**config.mk**
```make
export PLATFORM = sky130hd
export DESIGN_NAME = tx_fifo
export DESIGN_NICKNAME = d
export VERILOG_FILES = /design/src/rtl/tx_fifo.sv
export SDC_FILE = /design/constraint.sdc
export NUM_CORES = 1
export LEC_CHECK = 0
export BUFFER_PORTS_ARGS = -buffer_cell sky130_fd_sc_hd__clkbuf_2
export CAP_MARGIN = 20
export CELL_PAD_IN_SITES_DETAIL_PLACEMENT = 1
export CELL_PAD_IN_SITES_GLOBAL_PLACEMENT = 2
export CORE_MARGIN = 2
export CORE_UTILIZATION = 44
export CTS_BUF_LIST = sky130_fd_sc_hd__clkbuf_8
export DETAILED_ROUTE_END_ITERATION = 16
export GPL_ROUTABILITY_DRIVEN = 1
export MAX_ROUTING_LAYER = met4
export PLACE_DENSITY_LB_ADDON = 0.1
export SLEW_MARGIN = 20
export SYNTH_ARGS = -nofsm -noshare
export SYNTH_HDL_FRONTEND = slang
export SYNTH_SLANG_ARGS = --single-unit
```
**constraint.sdc**
```tcl
create_clock -name clock -period 2.03 [get_ports clock]
set_input_delay 0.203 -clock clock [delete_from_list [all_inputs] [get_ports clock]]
set_output_delay 0.203 -clock clock [all_outputs]
set_load 0.01 [all_outputs]
```
**src/rtl/tx_fifo.sv**
```systemverilog
// ============================================================================
// Module      : tx_fifo
// Description : Transmit FIFO with first-word-fall-through output and an
//               edge-triggered pop. The optional sticky overflow flag is
//               enabled by defining the macro TX_FIFO_OVERFLOW_FLAG_EN.
// Revision    : 1.0 - initial release
// ============================================================================
`default_nettype none

module tx_fifo #(
  parameter int DEPTH = 16,
  parameter int WIDTH = 9
) (
  input  logic                     clock,
  input  logic                     reset,
  input  logic                     wr_en,
  input  logic [WIDTH-1:0]         wr_data,
  input  logic                     clear_fifo,
  input  logic                     data_request,
  input  logic                     overflow_clear,
  output logic [WIDTH-1:0]         data,
  output logic                     empty,
  output logic                     full,
  output logic [$clog2(DEPTH):0]   count,
  output logic                     overflow
);

  localparam int                 c_AW   = $clog2(DEPTH);
  localparam logic [c_AW:0]      c_FULL = (c_AW + 1)'(DEPTH);

  logic [WIDTH-1:0] r_mem [DEPTH];
  logic [c_AW-1:0]  r_wr_ptr;
  logic [c_AW-1:0]  r_rd_ptr;
  logic [c_AW:0]    r_count;
  logic             r_req_d;

  logic w_empty;
  logic w_full;
  logic w_pop;
  logic w_wr;
  logic w_drop;

  assign w_empty = (r_count == '0);
  assign w_full  = (r_count == c_FULL);
  // A held-high request pops once; a pop on an empty FIFO is simply ignored.
  assign w_pop   = data_request & ~r_req_d & ~w_empty;
  // The same-cycle pop frees a slot, so a write at full is still accepted.
  assign w_wr    = wr_en & (~w_full | w_pop);
  assign w_drop  = wr_en & w_full & ~w_pop;

  always_ff @(posedge clock) begin
    if (reset && !clear_fifo && w_wr) begin
      r_mem[r_wr_ptr] <= wr_data;
    end
  end

  always_ff @(posedge clock) begin
    if (!reset) begin
      r_wr_ptr <= '0;
      r_rd_ptr <= '0;
      r_count  <= '0;
      r_req_d  <= 1'b0;
    end else begin
      r_req_d <= data_request;
      if (clear_fifo) begin
        r_wr_ptr <= '0;
        r_rd_ptr <= '0;
        r_count  <= '0;
      end else begin
        if (w_wr) begin
          r_wr_ptr <= r_wr_ptr + 1'b1;
        end
        if (w_pop) begin
          r_rd_ptr <= r_rd_ptr + 1'b1;
        end
        case ({w_wr, w_pop})
          2'b10:   r_count <= r_count + 1'b1;
          2'b01:   r_count <= r_count - 1'b1;
          default: r_count <= r_count;
        endcase
      end
    end
  end

`ifdef TX_FIFO_OVERFLOW_FLAG_EN
  logic r_overflow;

  always_ff @(posedge clock) begin
    if (!reset) begin
      r_overflow <= 1'b0;
    end else if (overflow_clear) begin
      r_overflow <= 1'b0;
    end else if (w_drop) begin
      r_overflow <= 1'b1;
    end
  end

  assign overflow = r_overflow;
`else
  logic w_unused_ovf;
  assign w_unused_ovf = overflow_clear | w_drop;
  assign overflow     = 1'b0;
`endif

  assign data  = r_mem[r_rd_ptr];
  assign empty = w_empty;
  assign full  = w_full;
  assign count = r_count;

endmodule

`default_nettype wire

```
==> results.md, run 1 <==
* Hold Path Class: in2reg
* Post-cts hold buffer count at 0
* CP Launch Type: register
* Die X at around 120 µm
* CORE AREA at about 14000 µm²
* First-pass GRT wire length at around 21000 µm
* CP max FO at 6
* Vias at between 3000 and 4000
* Mapped Nets at between 300 and 400
* Initial cell density of the core at between 40 and 50%
* Total of max-cap violations at 0
* Rows at 44
* Worst vdd ir at approximately 0.00043 V
* Fmax at 443.0 MHz
* Vias per inst at 5.455
* Final setup fails at 10
* Avg Cell Area, Syn at ~19 µm²
* Crit path time final at 2.257 ns
* Post-synth EDFFs at between 100 and 150
* Vias in the first global route at 3760
* Die area at between 15000 and 20000 µm²
* Diode count at 0
* Clock transition at the registers of the reported paths at 0.08 ns
* Pwr dens at around 850 nW/µm²
* CTS Buf Count at 17
* #FFs+latches synth at around 160
* Top cell type's share of synthesized area at 67.46%
* Ordered list of cells on the worst path: buf_12 > buf_4 > mux4_2 > a22oi_2 > nand2_1 > clkbuf_2
* Drt drc at 0
* CTS sink count at around 160
* Top-Level Pins at 32
* Pin count of the biggest net entering global routing at 37
* Clock Tree Root: clkbuf_8
* Endpoint class of the critical path: output pin
* Worst Tran Pin Value at roughly 0.65 ns
* Routed Antenna Nets at 0
* CTS tree: built
* Multi-input logic area at between 1500 and 2000 µm²
* Failing checks: negative setup slack
* Slowest cell on crit path: mux4_2
* Gp weighted congestion at about 0.76
* Cell variety after synth at 36
* Cell Area, Synth at around 6400 µm²
* Final nets at ~440
* Die span in y at roughly 120 µm
* P_leak at around 2.6 nW
* Placed insts at 575
* Final WL at about 14000 µm
* Final Max Tran Viols at 0
* Drt wl/cell at between 20 and 25 µm
* Gr ovfl total at 0
* RSZ-0062 raised after global routing: true
* Final Util at between 50% and 60%
* Hold Fails Final Rpt at 0
* Clk_lat worst skew at 0.45 ns
* Area leader, netlist: edfxtp_1
* Fin worst setup slack at -0.2271 ns
* Clk_skew at 0.006560 ns
* Fill count at around 1300
* WP data required at ~1.8 ns
* Initial antenna violation count at 0
* Global-route usage over all layers at 19.18%
* Post-Synthesis Cells at approximately 340
* Bufs on Longest Clock Path at 2
* Fraction of layout cells with a size suffix above 1 at 42.00%
* Post-layout total power at 6.600 mW
* Setup tns final at -1.921 ns
* Crit path arrival time at around 2.1 ns
* Post-Layout Cell Count at 615
* Status: finished, violations left
* Synthesis Warnings at 0
* Async SR Flop Fraction at 0%
* Deepest level of the CTS H-tree at 4
* Seq. cell area at 4705 µm²
* Area grow syn2layout at 20.89%
* Post-synth top flop: edfxtp_1
* Critical path class: reg2out
* Seq/Total Area, Yosys at between 70% and 80%
* TritonRoute pass-1 iters at 5
* CP max stage delay at 0.50 ns
* DR iter-0 viols at 258
* Crit share post-route at 111.2%
* Setup WS pre-CTS at -0.1307 ns
* Post-DP HPWL at a little under 9000 µm
* Synth area leaders: edfxtp_1 (67%), mux4_2 (13%), dfxtp_1 (5.6%)
* Slew HR at 56.15%
* PortBufs at 29
[cells in the mapped netlist, drive strengths merged (4+ instances only)]
master / number
xor2: 4
mux2i: 5
nor2b: 4
nand2: 16
inv: 7
ha: 8
a21oi: 4
xnor2: 5
dfxtp: 18
nor2: 31
edfxtp: 144
buf: 7
a22oi: 19
mux4: 36
clkbuf: 8
and3: 4
[critical path, delay by kind of cell, from the launching register on]
family / cells / cell delay (ns)
flip-flops: 1 / 0.42
AO/OA/AOI/OAI: 1 / 0.19
AND/OR/NAND/NOR: 1 / 0.07
buffers and inverters: 3 / 0.41
multiplexers: 1 / 0.50
[repair_timing]
item / 4_1_cts / 5_1_grt
setup endpoints to repair: 93 / 50
setup buffers: 3 / 4
resized for setup: 25 / 20
cloned: 0 / 1
pin swaps: 5 / 8
[metal layers]
metal / GRT usage, % / routed length, µm
met5: - / 0
met3: 4.124 / 452
met4: 6.940 / 179
met2: 32.24 / 7123
met1: 23.01 / 5763
[metrics by stage]
stage | hold slack, ns | cell area (µm²)
final | 0.08508 | 7749
after global routing | 0.09951 | 7749
after CTS | 0.05909 | 7609
after detailed placement | 0.5329 | 7052
after global placement | 0.5171 | 7052
after floorplan | 0.3019 | 6447
[area by class of cell]
class	instances	area share, %
tap	184	2.971
clock inverter	15	2.745
multi-input combinational	159	23.28
clock buffer	17	3.020
sequential	162	60.71
inverter	7	0.3391
timing repair buffer	71	6.927
[flip-flops by register name (all words and copies together), names as in the netlist, named ones only]
register	cells
r_wr_ptr	4
r_req_d	1
r_mem	144
count	5
r_rd_ptr	4
[worst paths after layout]
| check | start | endpoint | slack (ns) | cells past startpoint |
|---|---|---|---|---|
| hold reg to reg | r_rd_ptr[3] | r_rd_ptr[3] | 0.55 | 2 |
| setup / recovery | register | data[3] | -0.23 | 6 |
| hold / removal | reset | r_req_d | 0.09 | 3 |
| setup reg to reg | count[2] | count[4] | -0.07 | 10 |
[placed cells by master (no fill, tap or decap), types with 12 or more instances in the layout]
cell      synthesis  layout
clkbuf_2          0      27
buf_4             1      35
nand2_1          16      15
clkbuf_8          0      17
nor2_1           31      19
dfxtp_1          18      12
mux4_2           36      36
a22oi_2           0      12
edfxtp_1        144     144
[cell families (layout without fill, tap and decap cells)]
logic type	Yosys count	in the layout	share of synthesized area, %
AOI/OAI and AO/OA	30	30	3.728
xor gates and xnor gates	9	9	1.230
adders and majority gates	9	9	1.874
buffers and inverters	22	110	1.425
DFF	162	162	73.08
muxes	41	41	13.43
other	1	1	0.05850
and+or+nand+nor	69	69	5.173
[power by group]
part / internal, mW / switching (mW) / total, mW
registers: 3.63 / 0.0121 / 3.64
logic: 0.170 / 0.187 / 0.358
clock network: 1.45 / 1.14 / 2.60
total: 5.26 / 1.34 / 6.60
No activity file was read; power rests on OpenSTA's default activity.
==> run 2: changes to the inputs <==
Settings changed: CELL_PAD_IN_SITES_GLOBAL_PLACEMENT 2 to 1, CORE_UTILIZATION 44 to 50.
==> run 2 against run 1 <==
The run still ends with negative setup slack left. Critical path type unchanged. Clock power is 16% lower. Die area decreased by 12%. Register-to-register slack got worse by 0.02 ns. Count of clock-buffer cells in the layout unchanged. Critical endpoint is now data[7].
==> results.md, run 2 (synthesis gave the netlist of run 1 again) <==
* Status: finished, violations left
* Failing checks: negative setup slack
* Clk_lat worst skew at 0.46 ns (about the same)
* Die area at 13740 µm² (-12%)
* WHS Path Cells at 1 (-2)
* Placed Area at 7014 µm² (-0.53%)
* Slowest cell on crit path: mux4_2
* Crit path time final at 2.249 ns (-0.007636 ns)
* Post-Layout Cell Count at 600 (-2.4%)
* Setup WS pre-CTS at -0.1133 ns (+0.01740 ns)
* Comb pwr share at 5.8% (+0.4 points)
* Routed Antenna Nets at 0 (unchanged)
* Hold Fails Final Rpt at 0 (unchanged)
* Pwr dens at 810.3 nW/µm² (-4.9%)
* CTS sink count at 162 (unchanged)
* Ordered list of cells on the worst path: buf_12 > buf_16 > mux4_2 > a22oi_2 > nand2_1 > clkbuf_2
* Final Util at 60.86% (+6.9 points)
* Gr ovfl total at 0 (unchanged)
* Vias in the first global route at 3550 (-5.6%)
* Vias per inst at 5.590 (+2.5%)
* Area grow syn2layout at 19.32%
* Final Max Tran Viols at 0 (unchanged)
* Placed insts at 560 (-2.6%)
* Seq pwr share at 58.8% (+3.6 points)
* Worst vdd ir at 0.0003568 V (-16%)
* Largest register FFs at 144 (unchanged)
* Final WL at 14230 µm (+5.2%)
* Seq. cell area at 4705 µm² (unchanged)
* PortBufs at 29 (unchanged)
* CP Launch Type: register
* CTS Buf Count at 17 (unchanged)
* DR iter-0 viols at 295 (+14%)
* Top reg by flops: r_mem
* Global-route usage over all layers at 23.27% (+4.1 points)
* Multi-input logic area at 1803 µm² (about the same)
* Commonest non-fill, non-tap cell in the layout: edfxtp_1
* Initial antenna violation count at 0 (unchanged)
* Final setup fails at 10 (unchanged)
* Fill count at 1127 (-13%)
* Bufs on Longest Clock Path at 2 (unchanged)
* Gp weighted congestion at 0.7621 (about the same)
* TritonRoute pass-1 iters at 5 (unchanged)
* CP max FO at 6 (unchanged)
* Reg-to-Reg Start: count[1]
* Drt wl/cell at 23.71 µm (+7.9%)
* Die X at 117.2 µm (-6.0%)
* Final nets at 440 (-0.45%)
* Vias at 3354 (-0.030%)
* CORE AREA at 12570 µm² (-13%)
* Diode count at 0 (unchanged)
* Pin count of the biggest net entering global routing at 37 (unchanged)
* Clock power share at 35.4% (-4.0 points)
* Crit share post-route at 110.8% (-0.38 points)
* Total of max-cap violations at 0 (unchanged)
* P_leak at 2.545 nW (-1.4%)
* Post-route cell area at 7649 µm² (-1.3%)
* Fraction of layout cells with a size suffix above 1 at 41.59% (-0.41 points)
* Drt drc at 0 (unchanged)
* Deepest level of the CTS H-tree at 4 (unchanged)
* Die span in y at 117.2 µm (-6.0%)
* Net Sw Power at 1.338 mW (-0.40%)
* Top-Level Pins at 32 (unchanged)
* Hold Path Class: in2reg
* Crit path arrival time at 2.05 ns (about the same)
* Reg-to-reg slack, setup at -0.09 ns (-0.02 ns)
* Clock transition at the registers of the reported paths at 0.08 ns (about the same)
* Post-DP HPWL at 8973 µm (+1.9%)
* Internal power at 4.859 mW (-7.6%)
* Critical path class: reg2out
* Fmax at 444.6 MHz (+0.34%)
* Slew HR at 50.57% (-5.6 points)
* First-pass GRT wire length at 21330 µm (+1.0%)
* Endpoint class of the critical path: output pin
* Hold EP: r_mem[10][7]
* Initial cell density of the core at 51.00% (+6.4 points)
* Clk_skew at 0.01147 ns (+0.004907 ns)
* Fin worst setup slack at -0.2195 ns (+0.007636 ns)
* Rows at 41 (-6.8%)
* Worst Tran Pin Value at 0.7407 ns (+0.08590 ns)
* Setup tns final at -1.867 ns (+0.05405 ns)
* Sw Ratio at 21.59% (+1.2 points)
* Hold path start: wr_data[7]
* CTS tree: built
* WP data required at 1.83 ns (about the same)
* Clock Tree Root: clkbuf_8
* Post-layout total power at 6.198 mW (-6.1%)
* Min Hold Slack at 0.1721 ns (+0.08702 ns)
* RSZ-0062 raised after global routing: true
* CP max stage delay at 0.51 ns (about the same)
* Reg2reg path depth at 10 (unchanged)
* Most frequent cells in the layout: edfxtp_1 (144), mux4_2 (36), buf_4 (32), clkbuf_2 (29), nor2_1 (18)
* Reg-to-reg endpoint: count[4]
## run 2: how the worst max path moves through the flow
stage / cells past startpoint / slack [ns] / to / from
after detailed placement: 5 / -0.11 / r_mem[4][7] / r_req_d
after floorplan: 9 / 0.02 / count[4] / count[4]
after CTS: 5 / -0.27 / data[2] / register
final: 6 / -0.22 / data[7] / register
after global placement: 5 / -0.04 / r_mem[6][3] / r_req_d
after global routing: 6 / -0.32 / data[0] / register
## run 2: critical path, delay by kind of cell (launching register included)
kind | cells | cell delay (ns)
multiplexers | 1 | 0.51
flip-flops | 1 | 0.41
AO/OA/AOI/OAI | 1 | 0.19
AND/OR/NAND/NOR | 1 | 0.07
buffers and inverters | 3 | 0.41
## run 2: power by group through the flow
stage / Sequential [mW] / Clock [mW] / Combinational [mW]
2_1_floorplan: 3.72 / 0 / 0.169
3_3_place_gp: 3.72 / 0 / 0.314
3_5_place_dp: 3.72 / 0 / 0.325
4_1_cts: 3.64 / 2.22 / 0.352
5_1_grt: 3.65 / 2.34 / 0.394
6_report: 3.64 / 2.19 / 0.362
## run 2: final cells by class
class                      count  area share [%]
inverter                       7          0.3435
tap                          172           2.814
multi-input combinational    159           23.57
clock buffer                  17           3.059
clock inverter                14           1.636
timing repair buffer          69           7.067
sequential                   162           61.51
## run 2: layer usage
metal | track usage (%) | vias up | share of wire [%] | wire, µm
met3 | 5.407 | 20 | 4.5 | 635
met1 | 28.23 | 1750 | 41 | 5769
met4 | 8.941 | 0 | 1.8 | 255
li1 | - | 1508 | - | -
met5 | - | - | 0 | 0
met2 | 38.20 | 76 | 53 | 7568
## run 2: timing repair
| item | in CTS | in global routing |
|---|---|---|
| gates resized for setup | 28 | 13 |
| hold endpoints to repair | 1 | 0 |
| setup buffers | 3 | 2 |
| gates cloned | 2 | 0 |
| setup endpoints to repair | 103 | 50 |
| pin swaps | 4 | 15 |
| hold buffers | 2 | 0 |
